### src/rtl/context_switch_engine.sv
// Context-switch sequencer: saves registers 1..31 of the process set into a
// per-process data-memory area, or restores them from it through the bank write port.
module context_switch_engine #(
    parameter int CTX_BASE   = 0,
    parameter int CTX_WORDS  = 32,
    parameter int ADDR_WIDTH = 10
) (
    input  logic                  clock,
    input  logic                  reset,
    input  logic                  start,
    input  logic                  mode,
    input  logic [3:0]            indiceProcesso,
    output logic [4:0]            regReadAddr,
    input  logic [31:0]           regReadData,
    output logic [4:0]            regWriteAddr,
    output logic [31:0]           regWriteData,
    output logic                  regWrite,
    output logic [ADDR_WIDTH-1:0] memAddr,
    output logic                  memWrite,
    output logic [31:0]           memWriteData,
    input  logic [31:0]           memReadData,
    output logic                  busy,
    output logic                  done
);

    typedef enum logic [1:0] {
        S_IDLE,
        S_SAVE,
        S_RESTORE,
        S_DONE
    } state_t;

    state_t                state_q, state_d;
    logic [4:0]            cnt_q, cnt_d;
    logic [4:0]            cnt_inc;
    logic [ADDR_WIDTH-1:0] base_q, base_d;
    logic [ADDR_WIDTH-1:0] start_base;
    logic [4:0]            reg_read_addr_q, reg_read_addr_d;
    logic [4:0]            reg_write_addr_q, reg_write_addr_d;
    logic                  reg_write_q, reg_write_d;
    logic [ADDR_WIDTH-1:0] mem_addr_q, mem_addr_d;
    logic                  mem_write_q, mem_write_d;
    logic                  busy_q, busy_d;
    logic                  done_q, done_d;

    // Address arithmetic wraps silently at ADDR_WIDTH bits.
    function automatic logic [ADDR_WIDTH-1:0] ctx_word(input logic [ADDR_WIDTH-1:0] b,
                                                       input logic [5:0] off);
        return b + ADDR_WIDTH'(off);
    endfunction

    assign start_base = ADDR_WIDTH'(CTX_BASE)
                      + ADDR_WIDTH'(indiceProcesso) * ADDR_WIDTH'(CTX_WORDS);
    assign cnt_inc    = cnt_q + 5'd1;

    always_comb begin
        state_d          = state_q;
        cnt_d            = cnt_q;
        base_d           = base_q;
        reg_read_addr_d  = '0;
        reg_write_addr_d = '0;
        reg_write_d      = 1'b0;
        mem_addr_d       = '0;
        mem_write_d      = 1'b0;
        busy_d           = 1'b0;
        done_d           = 1'b0;

        case (state_q)
            S_IDLE: begin
                if (start) begin
                    base_d     = start_base;
                    busy_d     = 1'b1;
                    mem_addr_d = ctx_word(start_base, 6'd1);
                    if (mode) begin
                        state_d = S_RESTORE;
                        cnt_d   = 5'd0;
                    end else begin
                        state_d         = S_SAVE;
                        cnt_d           = 5'd1;
                        reg_read_addr_d = 5'd1;
                        mem_write_d     = 1'b1;
                    end
                end
            end

            S_SAVE: begin
                if (cnt_q == 5'd31) begin
                    state_d = S_DONE;
                    cnt_d   = 5'd0;
                    done_d  = 1'b1;
                end else begin
                    cnt_d           = cnt_inc;
                    busy_d          = 1'b1;
                    mem_write_d     = 1'b1;
                    reg_read_addr_d = cnt_inc;
                    mem_addr_d      = ctx_word(base_q, {1'b0, cnt_inc});
                end
            end

            // Memory read runs one word ahead of the register write it feeds.
            S_RESTORE: begin
                if (cnt_q == 5'd31) begin
                    state_d = S_DONE;
                    cnt_d   = 5'd0;
                    done_d  = 1'b1;
                end else begin
                    cnt_d            = cnt_inc;
                    busy_d           = 1'b1;
                    reg_write_d      = 1'b1;
                    reg_write_addr_d = cnt_inc;
                    if (cnt_inc != 5'd31) begin
                        mem_addr_d = ctx_word(base_q, {1'b0, cnt_inc} + 6'd1);
                    end
                end
            end

            S_DONE: begin
                state_d = S_IDLE;
            end

            default: begin
                state_d = S_IDLE;
            end
        endcase
    end

    always_ff @(posedge clock or posedge reset) begin
        if (reset) begin
            state_q          <= S_IDLE;
            cnt_q            <= '0;
            base_q           <= '0;
            reg_read_addr_q  <= '0;
            reg_write_addr_q <= '0;
            reg_write_q      <= 1'b0;
            mem_addr_q       <= '0;
            mem_write_q      <= 1'b0;
            busy_q           <= 1'b0;
            done_q           <= 1'b0;
        end else begin
            state_q          <= state_d;
            cnt_q            <= cnt_d;
            base_q           <= base_d;
            reg_read_addr_q  <= reg_read_addr_d;
            reg_write_addr_q <= reg_write_addr_d;
            reg_write_q      <= reg_write_d;
            mem_addr_q       <= mem_addr_d;
            mem_write_q      <= mem_write_d;
            busy_q           <= busy_d;
            done_q           <= done_d;
        end
    end

    assign regReadAddr  = reg_read_addr_q;
    assign regWriteAddr = reg_write_addr_q;
    assign regWrite     = reg_write_q;
    assign memAddr      = mem_addr_q;
    assign memWrite     = mem_write_q;
    assign busy         = busy_q;
    assign done         = done_q;

    // Data paths are pass-through, gated so nothing leaks while idle or in reset.
    assign memWriteData = mem_write_q ? regReadData : '0;
    assign regWriteData = reg_write_q ? memReadData : '0;

endmodule

### config.mk
export PLATFORM = sky130hd
export DESIGN_NAME = context_switch_engine
export DESIGN_NICKNAME = d
export VERILOG_FILES = /design/src/rtl/context_switch_engine.sv
export SDC_FILE = /design/constraint.sdc
export NUM_CORES = 1
export LEC_CHECK = 0
export BUFFER_PORTS_ARGS = -buffer_cell sky130_fd_sc_hd__buf_2
export CAP_MARGIN = 0
export CORE_ASPECT_RATIO = 1.5
export CORE_UTILIZATION = 43
export DETAILED_ROUTE_END_ITERATION = 8
export PLACE_DENSITY = 0.93
export SKIP_LAST_GASP = 1
export SYNTH_ARGS = -nofsm -noshare
export SYNTH_HDL_FRONTEND = slang
export SYNTH_SLANG_ARGS = --single-unit
### constraint.sdc
create_clock -name clock -period 5.54 [get_ports clock]
set_clock_uncertainty 0.05 [all_clocks]
set_input_delay 0 -clock clock [delete_from_list [all_inputs] [get_ports clock]]
set_output_delay 0 -clock clock [all_outputs]
set_load 0.03 [all_outputs]
Word level (Yosys, flattened, before mapping)
Cells that the tools add are included.
{ "totals": {"regBits": 35, "latch_bits": 0, "ram_bits": 0, "mem_bits_ro": 0, "output_inout_bits": 88, "mem_count": 0} }
{ "op_classes": {"n_addsub": 5, "mul": 0, "div_mod_pow": 0, "n_lt_le_gt_ge": 0, "eq_ne": 7, "shift": 0, "muxes": 27, "bitwise": 0, "reduce_logical": 6} }
{ "op_table": {"columns": ["op", "count"], "rows": [
  ["$mux W32", 2],
  ["$mux W10", 4],
  ["$pmux W10 S3", 1],
  ["$pmux W5 S2", 2],
  ["$mux W5", 3],
  ["$add A9 B1 Y10 const B", 1],
  ["$add A9 B5 Y10", 1],
  ["$add A9 B6 Y10", 1],
  ["$mux W1", 9],
  ["$add A5 B1 Y6 const B", 1],
  ["$mux W2", 3],
  ["$pmux W2 S3", 1],
  ["$reduce_and A2 Y1", 3],
  ["$add A5 B1 Y5 const B", 1],
  ["$eq A5 B5 Y1 const B", 1],
  ["$ne A5 B5 Y1 const B", 1],
  ["$eq A2 B2 Y1 const B", 2],
  ["$pmux W1 S2", 2],
  ["$eq A2 B1 Y1 const B", 1],
  ["$logic_not A2 Y1", 1],
  ["$ne A2 B1 Y1 const B", 1],
  ["$ne A2 B2 Y1 const B", 1],
  ["$reduce_bool A2 Y1", 1],
  ["$reduce_or A2 Y1", 1]
]} }

Longest topological paths before layout
{ "depth": {"depth_word": 6, "ltp_mapped": 10, "ltp_nobuf": 8} }

Worst setup path after synthesis
No wires, ideal clock.
{ "synth_timing": {"kind": "reg-to-reg", "start": "register cnt_q[1]", "end": "register mem_addr_q[3], in the netlist memAddr[3]", "setup_time_ns": 0.082, "arrival_ns": 2.177, "required_time_ns": 5.408, "slack_ns": 3.231, "path_stages_with_launch": 9, "n_path_buf": 1, "path_cell_list": "dfrtp_1 > ha_1 > and3_1 > ha_1 > ha_1 > or3_1 > buf_2 > o22a_1 > o22ai_1"} }
{ "synth_between": {"elab_chain_cells": 6} }
{ "synth_lines": {"columns": ["item", "line_no", "rtl"], "rows": [
  ["start, declared", "34", "logic [4:0] cnt_q, cnt_d;"],
  ["start signal, assigned", "141", "cnt_q <= cnt_d;"],
  ["$add A5 B1 Y5", "54", "assign cnt_inc = cnt_q + 5'd1;"],
  ["$add A5 B1 Y6", "112", "mem_addr_d = ctx_word(base_q, {1'b0, cnt_inc} + 6'd1);"],
  ["$add A9 B6 Y10", "49", "return b + ADDR_WIDTH'(off);"],
  ["$mux W10", "111", "if (cnt_inc != 5'd31) begin"],
  ["$mux W10", "102", "if (cnt_q == 5'd31) begin"],
  ["$pmux W10 S3 *", "68", "case (state_q)"],
  ["named net mem_addr_d[3]", "41", "logic [ADDR_WIDTH-1:0] mem_addr_q, mem_addr_d;"],
  ["end signal, assigned", "146", "mem_addr_q <= mem_addr_d;"],
  ["end, declared", "41", null]
]} }
Mark *: on every way through the listed nets, which the timed path passes. The rest lies on a longest branch.
A chain may end at the register's enable or synchronous reset.

Final worst setup path
{ "layout_timing": {"start": "register cnt_q[0]", "end": "register mem_addr_q[3], in the netlist memAddr[3]"} }
Same word-level chain as after synthesis.

==> impl.org <==
** Drt
- Drc violations :: 0
- Pre-Repair DR Iteration Count :: 4
- The routed layout has approximately 2200 vias.
- Antenna Nets Post-Route :: 0
- Total Wirelength :: just over 7 mm
- The first routing iteration left 114 violations.
- WL per Instance :: 15.99 um
- Routed via count divided by cell count :: between 4 and 5

** Clocking
- Number of buffers on the longest clock path :: 2
- CTS built an H-tree with a depth of 2.
- CTS-repair resized insts :: 0
- Clock tree synthesis inserted a total of 5 buffers.
- The cell sitting at the root of the clock tree is a sky130_fd_sc_hd__clkbuf_8.
- CTS tree :: done
- Clock sink count :: 35
- At the later pin of the worst-skew pair, clock insertion delay measures 0.28 ns.
- After clock tree synthesis, the clock-pin slew on the worst setup and hold paths is roughly 0.070 ns.

** STA
- For the finished layout, the period the worst path requires is approximately 2.7 ns.
- Total count of hold-check failures in the final report :: 0
- Setup Viol. Count Final :: 0
- The max-slew violation total from the final report came to 0.
- Slew at the pin with the worst max-slew slack :: around 0.65 ns
- Static timing analysis puts the maximum clock frequency at between 300 and 400 MHz.
- RSZ-0062 raised after global routing :: false
- In the finished design, the share of the clock period the worst path needs comes to 0.4913.
- Slew Limit Headroom :: 0.5696
- Setup total negative slack on the finished layout was measured at 0 ns.

** Power
- Leakage power of the design :: between 1.5 and 2 nW
- Power spread over the standard cell area amounts to 547.0 nW/um2.
- VDD sags by at most between 0.3 and 0.4 mV.
- Tot Pwr :: roughly 0.0017 W

** Global route
- The number of antenna violations at the first check in global routing was 0.
- Wire length of the first global-routing pass :: roughly 11 mm
- Across every metal layer, demand over resource in global routing totals 0.2863.
- Via count of the first global-routing pass :: roughly 2100
- Largest net degree at the start of global routing :: 36
- GR Overflow Total :: 0

** Synthesis
- Summed over all instances, the cell type with the most area after synthesis is sky130_fd_sc_hd__dfrtp_1.
- Synth top area cells :: sky130_fd_sc_hd__dfrtp_1, sky130_fd_sc_hd__and2_1, sky130_fd_sc_hd__ha_1
- Flops & latches, synth :: 35
- The cell area that synthesis handed to floorplanning was 2084 um2.
- Number of warning messages in the yosys log :: 0
- Synthesis produced a netlist with a net count of 303.
- Ys async rst share :: 1.000
- Prevailing post-synth register cell :: sky130_fd_sc_hd__dfrtp_1
- Syn avg cell area :: 9.390 um2
- Post-synth cell types :: 42
- Area fraction of the dominant cell type after synthesis :: 0.4202
- Counting flops with a built-in enable in the synthesized netlist gives 0.
- Synthesis produced a netlist whose cell count is 222.
- In the post-synthesis netlist, the cell with the most instances is sky130_fd_sc_hd__and2_1.
- Sequential element share of the synthesized area :: 0.4202
- Counting instances in the post-synthesis netlist gives the leading cell types as sky130_fd_sc_hd__and2_1, sky130_fd_sc_hd__dfrtp_1, sky130_fd_sc_hd__nor2_1.

** Floorplan
- The floorplan has 30 rows.
- Boundary Pins :: 160
- Initial standard-cell utilization of the core :: 0.4552
- Die area :: about 5000 um2
- Core area :: ~4600 um2
- Die Span Y :: 87.27 um
- Measured along the x axis, the die boundary spans about 60 um.

** Setup path
- The worst setup path is captured at a register.
- In this design, the critical path's most frequently occurring cell is sky130_fd_sc_hd__ha_1.
- STA puts the critical path data arrival time at 2.87 ns.
- Cell type of the slowest stage on the worst timing path :: sky130_fd_sc_hd__dfrtp_1
- Worst stage delay on the critical path :: roughly 0.53 ns
- Worst endpoint required time :: 5.69 ns
- The critical path goes through ha_1 > and3_1 > ha_1 > ha_1 > or3_1 > o22a_1 > o22ai_1.
- Kind of launch point of the worst setup path :: register
- Kind of critical path :: register to register
- Along the worst path, the maximum fanout reaches 12.

** Finish
- Footprint of the multi-input gates :: ~1100 um2
- At the end of the flow the core is filled with cells to 0.6634.
- Total of fill cells in the finished design :: 409
- Synthesis-to-finish area growth :: 45.74%
- In the final layout, flip-flops and latches occupy roughly 900 um2.
- Of the cells placed in the final design, the portion with a size suffix greater than 1 is 0.4658.
- Antenna fix cells :: 0
- Final design area excluding fillers :: around 3000 um2
- The net count of the finished layout is between 400 and 500.

** Placed design
- Input and output buffers added on the ports amount to around 160.
- Routability Congestion :: just over 0.9
- In this run the cell area measured after placement is ~2900 um2.
- Final HPWL from detailed placement :: 5.659 mm

** Flow run
- The tool flagged a number of max-cap violations equal to 0.

** Status
- The flow ran to the end, and the final reports show no timing, DRC or antenna violations.

** Min path
- Worst min-delay path category :: input port to register
[power breakdown]
| part | switching (W) | leakage [nW] | internal, W |
|---|---|---|---|
| Sequential | 0.0000995 | 0.461 | 0.000337 |
| Clock | 0.0000865 | 0.0470 | 0.0000974 |
| Combinational | 0.000703 | 1.25 | 0.000338 |
| Total | 0.000889 | 1.75 | 0.000773 |
[final timing paths]
| kind | startpoint | end | slack, ns | cells past startpoint |
|---|---|---|---|---|
| setup / recovery | cnt_q[0] | memAddr[3] | 2.82 | 7 |
| min in group asynchronous | reset | state_q[1] | 0.32 | 4 |
| hold / removal | indiceProcesso[1] | base_q[6] | 0.03 | 3 |
| hold reg to reg | cnt_q[4] | cnt_q[4] | 0.48 | 2 |
| max in group asynchronous | reset | memAddr[6] | 4.81 | 4 |
| setup reg to reg | cnt_q[0] | memAddr[3] | 2.82 | 7 |
[metal layers]
metal | wire length (um) | global-route usage | up-vias
met2 | 3421 | 0.4762 | 133
met5 | 0 | 0 | -
li1 | - | - | 1045
met1 | 2917 | 0.3801 | 1023
met3 | 654 | 0.05201 | 9
met4 | 108 | 0.07359 | 0
[sequential cells by signal, indices dropped and copies added, names as in the netlist]
name / cells
memAddr: 10
memWrite: 1
busy: 1
cnt_q: 5
base_q: 4
regReadAddr: 5
state_q: 2
regWriteAddr: 5
regWrite: 1
done: 1
[cells in the final DEF, fill, tap and decap left out, types with 3 or more instances in the layout]
cell | synthesis | final
sky130_fd_sc_hd__buf_2 | 4 | 159
sky130_fd_sc_hd__ha_1 | 9 | 9
sky130_fd_sc_hd__nand2_1 | 8 | 8
sky130_fd_sc_hd__inv_1 | 7 | 7
sky130_fd_sc_hd__clkbuf_8 | 0 | 6
sky130_fd_sc_hd__dlygate4sd3_1 | 0 | 4
sky130_fd_sc_hd__and3_1 | 3 | 3
sky130_fd_sc_hd__o21ai_0 | 4 | 4
sky130_fd_sc_hd__and2_1 | 68 | 68
sky130_fd_sc_hd__nor3_1 | 3 | 3
sky130_fd_sc_hd__o31ai_1 | 3 | 3
sky130_fd_sc_hd__dfrtp_1 | 35 | 35
sky130_fd_sc_hd__xnor2_1 | 3 | 3
sky130_fd_sc_hd__a21oi_1 | 10 | 10
sky130_fd_sc_hd__nor2_1 | 16 | 16
sky130_fd_sc_hd__nand2b_1 | 3 | 3
sky130_fd_sc_hd__o22ai_1 | 6 | 6
[area by class of cell]
type	count	area share
Clock buffer	6	0.02718
Clock inverter	1	0.001647
Inverter	7	0.008649
Multi-Input combinational cell	167	0.3703
Sequential cell	35	0.2883
Tap cell	64	0.02636
Timing Repair Buffer	164	0.2776
[per-stage QoR]
step / worst slack (ns) / std cells / hold WS (ns)
floorplan: 3.231 / 222 / 0.06157
global placement: 2.953 / 433 / 0.05994
detailed placement: 2.871 / 433 / 0.07956
CTS: 2.855 / 444 / 0.02965
global route: 2.695 / 444 / 0.06445
finish: 2.818 / 444 / 0.02711
[cells by family (layout without fill, tap and decap cells)]
family,Yosys count,in the layout,share of synthesized area
and+or+nand+nor,116,116,0.3283
DFF,35,35,0.4202
AOI/OAI and AO/OA,34,34,0.1177
buffers and inverters,20,178,0.04022
adders and majority gates,9,9,0.05402
xor gates and xnor gates,6,6,0.02882
muxes,2,2,0.01080
[timing repair]
action,4_1_cts,5_1_grt
hold buffers,4,0
hold endpoints to repair,39,0
setup buffers,0,0
[worst max-delay path, delay by kind of cell, from the launching register on]
family                     cells  cell delay (ns)
adders and majority gates      3             0.96
and+or+nand+nor                2             0.70
DFF                            1             0.53
AOI/OAI and AO/OA              2             0.39
Power figures use the tool's default switching activity.
